**src/rtl/bin_to_bcd_seq_if.sv**
```systemverilog
// Handshake bundle for bin_to_bcd_seq.
//   start/bin   : request, driven by the master
//   busy/valid  : status, driven by the converter
//   err/bcd     : result of the last completed request
interface bin_to_bcd_seq_if #(
  parameter int BIN_W  = 6,
  parameter int DIGITS = 2
);
  logic                  start;
  logic [BIN_W-1:0]      bin;
  logic                  busy;
  logic                  valid;
  logic                  err;
  logic [4*DIGITS-1:0]   bcd;

  modport master (output start, bin, input busy, valid, err, bcd);
  modport slave  (input start, bin, output busy, valid, err, bcd);
endinterface

```
**src/rtl/bin_to_bcd_seq.sv**
```systemverilog
// Sequential binary-to-BCD converter (shift-add-3 / double-dabble).
//   clk    : rising-edge clock
//   rst_n  : asynchronous active-low reset
//   bus    : slave side of bin_to_bcd_seq_if
//            start/bin in, busy/valid/err/bcd out (digit 0 in bcd[3:0])
// One value per request; BIN_W shift cycles per legal value. Values above
// MAX_VAL complete on the accepting edge with err=1 and all digits 4'hF.
module bin_to_bcd_seq #(
  parameter int BIN_W   = 6,
  parameter int DIGITS  = 2,
  parameter int MAX_VAL = 59
) (
  input logic            clk,
  input logic            rst_n,
  bin_to_bcd_seq_if.slave bus
);
  localparam int SW = DIGITS*4 + BIN_W;   // scratch: {digit field, binary field}
  localparam int CW = $clog2(BIN_W+1);

  if (10**DIGITS <= MAX_VAL) begin : g_bad_digits
    $error("bin_to_bcd_seq: DIGITS too small for MAX_VAL");
  end
  if (longint'(MAX_VAL) > (longint'(1) << BIN_W) - 1) begin : g_bad_max
    $error("bin_to_bcd_seq: MAX_VAL not representable in BIN_W bits");
  end

  typedef enum logic {IDLE, SHIFT} state_t;

  state_t              state_q, state_d;
  logic [SW-1:0]       scratch_q, scratch_d;
  logic [CW-1:0]       cnt_q, cnt_d;
  logic [4*DIGITS-1:0] bcd_q, bcd_d;
  logic                err_q, err_d;
  logic                valid_q, valid_d;
  logic                busy_q, busy_d;

  logic [SW-1:0]       adj, shifted;
  logic [31:0]         bin_ext;

  // Zero-extended so the range test stays meaningful when MAX_VAL is the
  // largest BIN_W-bit value.
  assign bin_ext = 32'(bus.bin);

  // Add-3 correction on every digit nibble, then one left shift.
  always_comb begin
    adj = scratch_q;
    for (int i = 0; i < DIGITS; i++) begin
      if (scratch_q[BIN_W+4*i +: 4] >= 4'd5)
        adj[BIN_W+4*i +: 4] = scratch_q[BIN_W+4*i +: 4] + 4'd3;
    end
    shifted = {adj[SW-2:0], 1'b0};
  end

  always_comb begin
    state_d   = state_q;
    scratch_d = scratch_q;
    cnt_d     = cnt_q;
    bcd_d     = bcd_q;
    err_d     = err_q;
    busy_d    = busy_q;
    valid_d   = 1'b0;
    case (state_q)
      IDLE: begin
        if (bus.start) begin
          if (bin_ext > 32'(MAX_VAL)) begin
            bcd_d   = '1;
            err_d   = 1'b1;
            valid_d = 1'b1;
          end else begin
            scratch_d = {{(DIGITS*4){1'b0}}, bus.bin};
            cnt_d     = CW'(BIN_W);
            busy_d    = 1'b1;
            state_d   = SHIFT;
          end
        end
      end
      SHIFT: begin
        scratch_d = shifted;
        cnt_d     = cnt_q - CW'(1);
        if (cnt_q == CW'(1)) begin
          bcd_d   = shifted[SW-1 -: 4*DIGITS];
          err_d   = 1'b0;
          valid_d = 1'b1;
          busy_d  = 1'b0;
          state_d = IDLE;
        end
      end
      default: state_d = IDLE;
    endcase
  end

  always_ff @(posedge clk or negedge rst_n) begin
    if (!rst_n) begin
      state_q   <= IDLE;
      scratch_q <= '0;
      cnt_q     <= '0;
      bcd_q     <= '0;
      err_q     <= 1'b0;
      valid_q   <= 1'b0;
      busy_q    <= 1'b0;
    end else begin
      state_q   <= state_d;
      scratch_q <= scratch_d;
      cnt_q     <= cnt_d;
      bcd_q     <= bcd_d;
      err_q     <= err_d;
      valid_q   <= valid_d;
      busy_q    <= busy_d;
    end
  end

  assign bus.busy  = busy_q;
  assign bus.valid = valid_q;
  assign bus.err   = err_q;
  assign bus.bcd   = bcd_q;
endmodule

```
**src/flat_wrapper.sv**
```systemverilog
// flat-port wrapper written by rule: the top's interface ports become plain ports
module bin_to_bcd_seq_flat 
#(
  parameter int BIN_W   = 6,
  parameter int DIGITS  = 2,
  parameter int MAX_VAL = 59
)
  (clk, rst_n, bus_start, bus_bin, bus_busy, bus_valid, bus_err, bus_bcd);
  bin_to_bcd_seq_if #(.BIN_W(BIN_W), .DIGITS(DIGITS)) bus_i ();
  input logic clk;
  input logic rst_n;
  input wire logic [$bits(bus_i.start)-1:0] bus_start;
  input wire logic [$bits(bus_i.bin)-1:0] bus_bin;
  output wire logic [$bits(bus_i.busy)-1:0] bus_busy;
  output wire logic [$bits(bus_i.valid)-1:0] bus_valid;
  output wire logic [$bits(bus_i.err)-1:0] bus_err;
  output wire logic [$bits(bus_i.bcd)-1:0] bus_bcd;
  assign bus_i.start = bus_start;
  assign bus_i.bin = bus_bin;
  assign bus_busy = bus_i.busy;
  assign bus_valid = bus_i.valid;
  assign bus_err = bus_i.err;
  assign bus_bcd = bus_i.bcd;
  bin_to_bcd_seq #(.BIN_W(BIN_W), .DIGITS(DIGITS), .MAX_VAL(MAX_VAL)) u_core (.clk(clk), .rst_n(rst_n), .bus(bus_i));
endmodule
```
**config.mk**
```make
export PLATFORM = sky130hd
export DESIGN_NAME = bin_to_bcd_seq_flat
export DESIGN_NICKNAME = d
export VERILOG_FILES = /design/src/rtl/bin_to_bcd_seq_if.sv /design/src/rtl/bin_to_bcd_seq.sv /design/src/flat_wrapper.sv
export SDC_FILE = /design/constraint.sdc
export NUM_CORES = 1
export LEC_CHECK = 0
export ABC_AREA = 0
export CAP_MARGIN = 10
export CORE_UTILIZATION = 53
export DETAILED_ROUTE_END_ITERATION = 10
export PLACE_DENSITY_LB_ADDON = 0.1
export SETUP_SLACK_MARGIN = 0.05
export SLEW_MARGIN = 20
export SYNTH_ARGS = -nofsm -noshare
export SYNTH_HDL_FRONTEND = slang
export SYNTH_SLANG_ARGS = --single-unit
```
**constraint.sdc**
```tcl
create_clock -name clk -period 1.7 [get_ports clk]
set_input_delay 0.34 -clock clk [delete_from_list [all_inputs] [get_ports clk]]
set_output_delay 0.34 -clock clk [all_outputs]
set_load 0.02 [all_outputs]
```
==> results of run 1 <==
state kept, by name, indices dropped and copies added (netlist names):
name / cells
u_core.bus.err: 1
u_core.state_q: 1
u_core.bus.valid: 1
u_core.scratch_q: 14
u_core.cnt_q: 3
u_core.bus.bcd: 8
u_core.bus.busy: 1
where the power goes:
part / internal [W] / switching [W] / total [W]
combinational: 0.000751 / 0.000872 / 0.00162
sequential: 0.00101 / 0.000242 / 0.00125
clock: 0.000195 / 0.000225 / 0.000420
total: 0.00195 / 0.00134 / 0.00329
final cells by class:
type                    count  share of cell area
clock buffers               7             0.03114
inverters                   8             0.01699
multi-input cells          96              0.3517
flip-flops and latches     29              0.4105
well taps                  30             0.02123
repair buffers             30              0.1684
worst paths after layout:
path | from | endpoint | slack, ns | cells after the start
max in group asynchronous | rst_n | u_core.scratch_q[1] | 1.05 | 2
min in group clk | u_core.bus.err | u_core.bus.err | 0.50 | 2
worst max register to register | u_core.scratch_q[10] | u_core.bus.bcd[6] | 0.12 | 6
worst min-delay path | rst_n | u_core.scratch_q[8] | 0.38 | 2
worst min register to register | u_core.bus.err | u_core.bus.err | 0.50 | 2
worst max-delay path | u_core.bus.bcd[5] | bus_bcd[5] | 0.09 | 1
placed cells by master (no fill, tap or decap), drive strengths merged:
cell           netlist  final
a2bb2oi              1      1
o22ai                4      4
buf                  3     11
a31oi                7      7
mux2                 1      1
ha                   6      6
dfrtp               29     29
nor3b                1      1
dlymetal6s2s         0     10
or2                  1      1
a22oi                2      2
nand4                1      1
xnor2                3      3
inv                  8      8
nand2b               3      3
nor3                 6      6
clkdlybuf4s50        0      9
nand3                3      3
a22o                 3      3
clkbuf               0      7
o21ai               14     14
o31a                 3      3
or3                  3      3
nor2                 9      9
a21oi                8      8
nand2               16     16
mux2i                1      1
through the flow:
stage               utilization  instance area (sq um)  hold slack [ns]  setup slack, ns
floorplan                     -                   1391          0.04441           0.2429
global placement         0.6798                   1684           0.4652          0.05817
detailed placement       0.6798                   1684           0.4829         0.006349
CTS                      0.7020                   1739           0.3940          0.05433
global route             0.7136                   1768           0.4456          0.01066
finish                   0.7136                   1768           0.3792          0.08525
cells in the mapped netlist (all sizes together):
master    n  area share
a21oi     8       0.034
a22o      3       0.019
a22oi     2       0.011
a2bb2oi   1      0.0063
a31oi     7       0.031
buf       3       0.013
dfrtp    29        0.52
ha        6       0.054
inv       8       0.022
mux2      1      0.0081
mux2i     1      0.0072
nand2    16       0.045
nand2b    3       0.013
nand3     3       0.011
nand4     1       0.015
nor2      9       0.030
nor3      6       0.030
nor3b     1      0.0054
o21ai    14       0.050
o22ai     4       0.018
o31a      3       0.019
or2       1      0.0045
or3       3       0.013
xnor2     3       0.019
cells by family after synthesis:
| family | share of synthesized area |
|---|---|
| and+or+nand+nor | 0.1673 |
| buffers and inverters | 0.03418 |
| xor gates and xnor gates | 0.01889 |
| DFF | 0.5216 |
| muxes | 0.01529 |
| adders and majority gates | 0.05396 |
| AOI/OAI and AO/OA | 0.1889 |
per-layer routing:
| metal | track usage | up-vias | share of wire |
|---|---|---|---|
| met2 | 0.3667 | 25 | 0.49 |
| met3 | 0.06897 | 6 | 0.041 |
| met1 | 0.2888 | 557 | 0.45 |
| met4 | 0.1184 | 0 | 0.018 |
| li1 | - | 550 | - |
| met5 | 0 | - | 0 |
repair_timing:
action	CTS	global route
endpoints found under the setup margin	0	12
gates resized for setup	0	12
buffers inserted	0	0
==> parameters.txt, run 1 <==
Parameter                              Value

Pwr
  Static Leakage ... 0.8761 nW
  Highest ir drop seen on vdd ... 1.256 mV
  Power Density ... 1862 mW/mm^2
  Power Total ... 0.003293 W

Critical path
  Data arrival time of the critical path ... 1.27 ns
  Slowest-stage cell, CP ... clkdlybuf4s50_1
  Category of the most critical setup path ... flip-flop to primary output
  CP delay by family, top ... buffers and inverters
  Total buffers and inverters traversed by the critical path ... 1
  Highest net fanout along the worst path ... 2
  Startpoint class of the critical path ... flip-flop
  Worst path cell trace ... clkdlybuf4s50_1
  Data required time at the worst endpoint ... 1.36 ns
  Delay of the slowest critical-path stage ... 0.60 ns
  Kind of end point of the critical path ... primary output

Layout
  Number of fill cells ... 205
  Layout cells sized above 1 ... 0.1647
  Combined area of the multi-input logic cells ... 621.8 sq um
  Antenna Diode Count ... 0
  Sequential standard cell area ... 725.7 sq um
  Relative area change from synthesis to final layout ... 27.07%
  NumNets Final ... 185
  Final standard cell count with taps included and fillers excluded ... 200

STA
  Period utilisation layout ... 0.9499
  Worst setup skew after layout ... 0.005651 ns
  Hold Violations, Final ... 0
  Setup repair after global routing missed its margin ... no
  Slew HR ... 0.7572
  Setup TNS ... 0 ns
  Final Slew Violations ... 0
  Highest achievable clock rate ... 619.3 MHz
  Tmin final ... 1.615 ns
  Transition time at the pin with the least slew margin ... 0.3642 ns
  Count of endpoints failing setup in the final report ... 0

Logic synthesis
  Synth Warn # ... 0
  Seq/Total Area, Yosys ... 0.5216
  Seq cells post-synth ... 29
  Mean instance size in the synthesized netlist ... 10.23 sq um
  Synth cell types ... 30
  Syn Std Cell Area ... 0.001391 sq mm
  Cell count after synthesis ... 136
  Net Count, Synth ... 151

Clocking
  Cell chosen for the clock root ... clkbuf_4
  Number of clock buffers inserted by TritonCTS ... 5
  CTS H-Tree Depth ... 2
  TritonCTS clock tree ... yes
  Worst-case clock buffer depth ... 2
  Insertion delay of the later-clocked pin in the worst-skew pair ... 0.33 ns
  Cts-stage hold buffer count ... 0
  Register clock-pin slew on the reported worst setup and hold paths ... 0.09 ns
  CTS sink cnt ... 29

Floorplanning
  I/O pin total ... 20
  # rows ... 18
  Die area ... 0.002834 sq mm
  Height of the die ... 53.24 um
  Initial Util ... 0.5616
  Die boundary width ... 53.24 um
  Total core area ... 0.002477 sq mm

Placement
  Post-placement cell count ... 193
  I/O Buffers ... 19
  DP Wirelength ... 2048 um
  Routability cong. ... 0.7652

Flow run
  Reported max-cap violation count ... 0

Hold path
  Path class of the lowest-slack min-delay path ... input pin to asynchronous set/reset pin

Drt
  Sum of routed wire length over all layers ... 2870 um
  Number of vias per cell ... 5.690
  Pre-Repair DR Iteration Count ... 5
  # DRC ... 0
  Number of nets with antenna violations after routing ... 0
  Drt wl/cell ... 14.35 um
  Vias ... 1138
  Detailed Route Iter0 Violations ... 32

Global route
  Global-route wire length before repair ... 4554 um
  Vias in the first global route ... 1044
  Initial antenna violation count ... 0
  Maximum number of pins on one net before global-route repair ... 30
  Overflow after GRT ... 0
  Total routing resource utilization after global routing ... 0.2340

Outcome
  Outcome ... finished, final reports clean
(Power assumes the default switching activity.)
==> run 2, diff against run 1 <==
--- a/config.mk
+++ b/config.mk
@@ -9,6 +9,7 @@
 export CAP_MARGIN = 10
 export CORE_UTILIZATION = 53
 export DETAILED_ROUTE_END_ITERATION = 10
+export GPL_TIMING_DRIVEN = 0
 export PLACE_DENSITY_LB_ADDON = 0.1
 export SETUP_SLACK_MARGIN = 0.05
 export SLEW_MARGIN = 20
==> run 2 against run 1 <==
Worst hold slack worse by 0.35 ns. Die area unchanged. Via count down 4.7%. Critical path depth unchanged. Global-route usage down 0.15 points. Register-to-register slack better by 0.04 ns. Final area down 3.2%. Flip-flop and latch count unchanged. Final cell count down 3.5%. Combinational power about the same. Clock skew up 0.0022 ns. Critical path type unchanged. Largest cell class unchanged. Largest power group unchanged.
==> parameters.txt, run 2 (synthesis gave the netlist of run 1 again) <==
Parameter                              Value

Critical path
  Timing startpoint of the critical path ... u_core.bus.valid
  Capturing instance or port of the critical path ... bus_valid
  Setup slack on the worst flop-to-flop path ... 0.16 ns
  Category of the most critical setup path ... flip-flop to primary output
  Startpoint class of the critical path ... flip-flop
  Slowest-stage cell, CP ... clkdlybuf4s50_1
  CP delay by family, top ... buffers and inverters
  Data required time at the worst endpoint ... 1.36 ns
  Count of cell instances traversed by the critical path ... 1
  Delay of the slowest critical-path stage ... 0.59 ns
  Total buffers and inverters traversed by the critical path ... 1
  Critical register-to-register path startpoint ... u_core.scratch_q[10]
  Highest net fanout along the worst path ... 1
  Data arrival time of the critical path ... 1.24 ns
  Kind of end point of the critical path ... primary output
  Depth of the most critical reg-to-reg path ... 6
  Worst path cell trace ... clkdlybuf4s50_1
  Worst R2R End ... u_core.scratch_q[12]

STA
  Count of endpoints failing setup in the final report ... 0
  Final Slew Violations ... 0
  Worst setup skew after layout ... 0.007878 ns
  Setup TNS ... 0 ns
  Hold Violations, Final ... 0
  Period utilisation layout ... 0.9322
  Setup repair after global routing missed its margin ... no
  Highest achievable clock rate ... 631.0 MHz
  Slew HR ... 0.5670
  Worst hold margin ... 0.02981 ns
  Tmin final ... 1.585 ns
  Transition time at the pin with the least slew margin ... 0.6495 ns

Flow run
  Reported max-cap violation count ... 0

Clocking
  Worst-case clock buffer depth ... 2
  Number of clock buffers inserted by TritonCTS ... 5
  Cts-stage hold buffer count ... 0
  TritonCTS clock tree ... yes
  CTS sink cnt ... 29
  Post-CTS Setup Inserts ... 0
  Cell chosen for the clock root ... clkbuf_4
  Register clock-pin slew on the reported worst setup and hold paths ... 0.09 ns
  Insertion delay of the later-clocked pin in the worst-skew pair ... 0.33 ns
  CTS H-Tree Depth ... 2

Drt
  # DRC ... 0
  Sum of routed wire length over all layers ... 2860 um
  Number of nets with antenna violations after routing ... 0
  Detailed Route Iter0 Violations ... 19
  Drt wl/cell ... 14.82 um
  Number of vias per cell ... 5.617
  Vias ... 1084
  Pre-Repair DR Iteration Count ... 4

Floorplanning
  Die boundary width ... 53.24 um
  Height of the die ... 53.24 um
  # rows ... 18
  Die area ... 0.002834 sq mm
  I/O pin total ... 20
  Initial Util ... 0.5616
  Total core area ... 0.002477 sq mm

Placement
  I/O Buffers ... 19
  Routability cong. ... 0.7861
  Placed Area ... 0.001614 sq mm
  DP Wirelength ... 2004 um

Layout
  Layout cells sized above 1 ... 0.1595
  Number of fill cells ... 200
  Top library cells by usage in the layout, fill and taps aside ... 29 x dfrtp_1, 15 x nand2_1, 14 x o21ai_0
  Leading cell type in the layout, fill and taps excluded ... dfrtp_1
  Largest register FFs ... 14
  Total non-filler cell area in the finished layout ... 0.001712 sq mm
  Antenna Diode Count ... 0
  Top register by number of flip-flops ... u_core.scratch_q
  NumNets Final ... 177
  Relative area change from synthesis to final layout ... 23.02%

Outcome
  Outcome ... finished, final reports clean

Global route
  Overflow after GRT ... 0
  Initial antenna violation count ... 0
  Vias in the first global route ... 980
  Maximum number of pins on one net before global-route repair ... 30
  Total routing resource utilization after global routing ... 0.2325
  Global-route wire length before repair ... 4395 um

Pwr
  Power Total ... 0.003344 W
  Highest ir drop seen on vdd ... 1.132 mV
  Power Density ... 1954 mW/mm^2
  Static Leakage ... 0.8177 nW

Hold path
  Path class of the lowest-slack min-delay path ... input pin to asynchronous set/reset pin
run 2: through the flow:
stage / utilization / worst slack (ns) / instances
after floorplan: - / 0.2429 / 136
after global placement: 0.6535 / -0.1552 / 185
after detailed placement: 0.6515 / -0.1115 / 185
after CTS: 0.6803 / 0.05314 / 193
after global routing: 0.6909 / 0.05018 / 193
final: 0.6909 / 0.1152 / 193
run 2: layout make-up:
| cell class | count | area, sq um | share of cell area |
|---|---|---|---|
| Sequential cell | 29 | 725.7 | 0.4240 |
| Multi-Input combinational cell | 96 | 628.1 | 0.3670 |
| Timing Repair Buffer | 19 | 202.7 | 0.1184 |
| Clock buffer | 7 | 65.06 | 0.03801 |
| Tap cell | 30 | 37.54 | 0.02193 |
| Inverter | 8 | 30.03 | 0.01754 |
| Buffer | 3 | 17.52 | 0.01023 |
| Clock inverter | 1 | 5.005 | 0.002924 |
run 2: timing repair:
| item | 4_1_cts | 5_1_grt |
|---|---|---|
| setup endpoints to repair | 4 | 11 |
| gates resized for setup | 3 | 11 |
| pin swaps | 0 | 1 |
run 2: how the worst min path moves through the flow:
stage	start	end	slack (ns)	cells past startpoint
after CTS	rst_n	u_core.bus.bcd[5]	0.04	1
final	rst_n	u_core.bus.bcd[7]	0.03	1
after global placement	u_core.scratch_q[11]	u_core.scratch_q[11]	0.47	2
after floorplan	rst_n	u_core.bus.bcd[0]	0.04	0
after detailed placement	rst_n	u_core.bus.valid	0.40	1
after global routing	rst_n	u_core.bus.bcd[7]	0.07	1
run 2: worst register-to-register path, stage by stage, from the launching register on:
cell      delay [ns]
dfrtp_1         0.42
inv_2           0.09
ha_2            0.20
nand2b_1        0.07
a21oi_2         0.18
mux2_2          0.36
o21ai_0         0.15
run 2: where the power goes:
part | internal (W) | total [W] | switching [W]
sequential | 0.00101 | 0.00126 | 0.000251
clock | 0.000239 | 0.000477 | 0.000237
combinational | 0.000733 | 0.00161 | 0.000876
run 2: per-layer routing:
metal / global-route usage / up-vias / part of all wire
met5: 0 / - / 0
met4: 0.1579 / 0 / 0.019
met3: 0.06034 / 5 / 0.038
met2: 0.3646 / 21 / 0.48
met1: 0.2752 / 520 / 0.47
li1: - / 538 / -
==> run 3, diff against run 2 <==
--- a/config.mk
+++ b/config.mk
@@ -7,10 +7,12 @@
 export LEC_CHECK = 0
 export ABC_AREA = 0
 export CAP_MARGIN = 10
-export CORE_UTILIZATION = 53
+export CORE_MARGIN = 4
+export CORE_UTILIZATION = 55
+export CTS_BUF_LIST = sky130_fd_sc_hd__clkbuf_4 sky130_fd_sc_hd__clkbuf_8
 export DETAILED_ROUTE_END_ITERATION = 10
 export GPL_TIMING_DRIVEN = 0
-export PLACE_DENSITY_LB_ADDON = 0.1
+export PLACE_DENSITY = 0.79
 export SETUP_SLACK_MARGIN = 0.05
 export SLEW_MARGIN = 20
 export SYNTH_ARGS = -nofsm -noshare
==> run 3 against run 2 <==
Combinational power barely moved. Via count rose by 4.9%. Critical path depth did not move. Worst setup slack got worse by 0.021 ns. Utilization rose by 4.2 points. Critical endpoint is now bus_bcd[4].
==> parameters.txt, run 3 (synthesis gave the netlist of run 1 again) <==
Parameter                              Value

Layout
  Relative area change from synthesis to final layout ... 22.21%
  Largest register FFs ... 14
  Antenna Diode Count ... 0
  NumNets Final ... 177
  Leading cell type in the layout, fill and taps excluded ... dfrtp_1
  Top library cells by usage in the layout, fill and taps aside ... 28 x dfrtp_1, 15 x nand2_1, 14 x o21ai_0
  Number of fill cells ... 170
  Layout cells sized above 1 ... 0.1481
  Top register by number of flip-flops ... u_core.scratch_q

Drt
  Sum of routed wire length over all layers ... 2840 um
  Vias ... 1137
  # DRC ... 0
  Wire length on met2 ... 1382 um
  Detailed Route Iter0 Violations ... 45
  Drt wl/cell ... 14.95 um
  Top routing layer used ... met4
  Number of nets with antenna violations after routing ... 0
  Detail Route met3 WL ... 211 um
  Pre-Repair DR Iteration Count ... 4
  Met1 layer wirelength in the final routing ... 1198 um
  Number of vias per cell ... 5.984

Placement
  I/O Buffers ... 19
  Routability cong. ... 0.7660
  DP Wirelength ... 1979 um

Critical path
  Highest net fanout along the worst path ... 2
  Category of the most critical setup path ... flip-flop to primary output
  CP delay by family, top ... buffers and inverters
  Kind of end point of the critical path ... primary output
  Slowest-stage cell, CP ... clkdlybuf4s50_1
  Data required time at the worst endpoint ... 1.36 ns
  Worst path cell trace ... clkdlybuf4s50_1
  Total buffers and inverters traversed by the critical path ... 1
  Startpoint class of the critical path ... flip-flop
  Delay of the slowest critical-path stage ... 0.60 ns
  Data arrival time of the critical path ... 1.27 ns

Outcome
  Outcome ... finished, final reports clean

STA
  Slew HR ... 0.5877
  Count of endpoints failing setup in the final report ... 0
  Tmin final ... 1.605 ns
  Setup repair after global routing missed its margin ... yes
  Period utilisation layout ... 0.9443
  Worst setup skew after layout ... 0.002864 ns
  Setup TNS ... 0 ns
  Transition time at the pin with the least slew margin ... 0.6185 ns
  Hold Violations, Final ... 0
  Final Slew Violations ... 0
  Highest achievable clock rate ... 622.9 MHz

Global route
  Vias in the first global route ... 1086
  Overflow after GRT ... 0
  Maximum number of pins on one net before global-route repair ... 30
  Global-route wire length before repair ... 4747 um
  Initial antenna violation count ... 0
  Total routing resource utilization after global routing ... 0.1882

Clocking
  Cell chosen for the clock root ... clkbuf_4
  Worst-case clock buffer depth ... 2
  TritonCTS clock tree ... yes
  Post-cts gate resize count ... 0
  CTS sink cnt ... 29
  CTS H-Tree Depth ... 2
  Register clock-pin slew on the reported worst setup and hold paths ... 0.08 ns
  Post-CTS Setup Inserts ... 0
  Number of clock buffers inserted by TritonCTS ... 5
  Insertion delay of the later-clocked pin in the worst-skew pair ... 0.33 ns
  Cts-stage hold buffer count ... 0

Pwr
  Power Density ... 1931 mW/mm^2
  Power Total ... 0.003283 W
  Static Leakage ... 0.8172 nW
  Highest ir drop seen on vdd ... 1.192 mV

Hold path
  Path class of the lowest-slack min-delay path ... input pin to asynchronous set/reset pin

Floorplanning
  # rows ... 17
  Die area ... 0.003398 sq mm
  Height of the die ... 58.30 um
  Total core area ... 0.002318 sq mm
  I/O pin total ... 20
  Die boundary width ... 58.30 um
  Initial Util ... 0.6001

Flow run
  Reported max-cap violation count ... 0
==> run 3: worst register-to-register path, delay by kind of cell, from the launching register on <==
kind                     cells  cell delay, ns
multiplexers                 1            0.37
AO/OA/AOI/OAI                2            0.34
AND/OR/NAND/NOR              1            0.08
adder cells (fa/ha/maj)      1            0.21
buffers and inverters        1            0.11
flip-flops                   1            0.41
==> run 3: layout make-up <==
class / instances / area [sq um] / area share
Sequential cell: 29 / 726.9 / 0.4275
Multi-Input combinational cell: 96 / 624.3 / 0.3672
Timing Repair Buffer: 19 / 207.7 / 0.1221
Clock buffer: 7 / 58.81 / 0.03458
Tap cell: 28 / 35.03 / 0.02060
Inverter: 8 / 30.03 / 0.01766
Buffer: 3 / 17.52 / 0.01030
==> run 3: through the flow <==
stage / utilization / cell area [sq um] / setup WS, ns / hold WS [ns] / instances
2_1_floorplan: - / 1391 / 0.2429 / 0.04441 / 136
3_3_place_gp: 0.6972 / 1617 / -0.1492 / 0.4703 / 183
3_5_place_dp: 0.6951 / 1612 / -0.1546 / 0.3970 / 183
4_1_cts: 0.7205 / 1670 / 0.05419 / 0.04536 / 190
5_1_grt: 0.7334 / 1700 / -0.01978 / 0.07351 / 190
6_report: 0.7334 / 1700 / 0.09467 / 0.01608 / 190
==> run 3: layer usage <==
layer,up-vias,track usage
met5,-,0
met4,0,0.08278
met3,7,0.06798
met2,39,0.3126
met1,552,0.2173
li1,539,-
==> run 3: power by group <==
part | switching (W) | internal [W] | leakage, nW
Clock | 0.000221 | 0.000211 | 0.0348
Combinational | 0.000860 | 0.000727 | 0.429
Sequential | 0.000253 | 0.00101 | 0.353
Total | 0.00133 | 0.00195 | 0.817
==> run 3: path summary, 6_finish.rpt <==
kind / start / endpoint / slack, ns / cells past startpoint
max in group asynchronous: rst_n / u_core.scratch_q[6] / 1.24 / 1
hold reg to reg: u_core.scratch_q[11] / u_core.scratch_q[11] / 0.49 / 2
setup / recovery: u_core.bus.bcd[4] / bus_bcd[4] / 0.09 / 1
hold / removal: rst_n / u_core.scratch_q[9] / 0.02 / 1
setup reg to reg: u_core.scratch_q[10] / u_core.scratch_q[12] / 0.10 / 6
min in group clk: u_core.scratch_q[11] / u_core.scratch_q[11] / 0.49 / 2
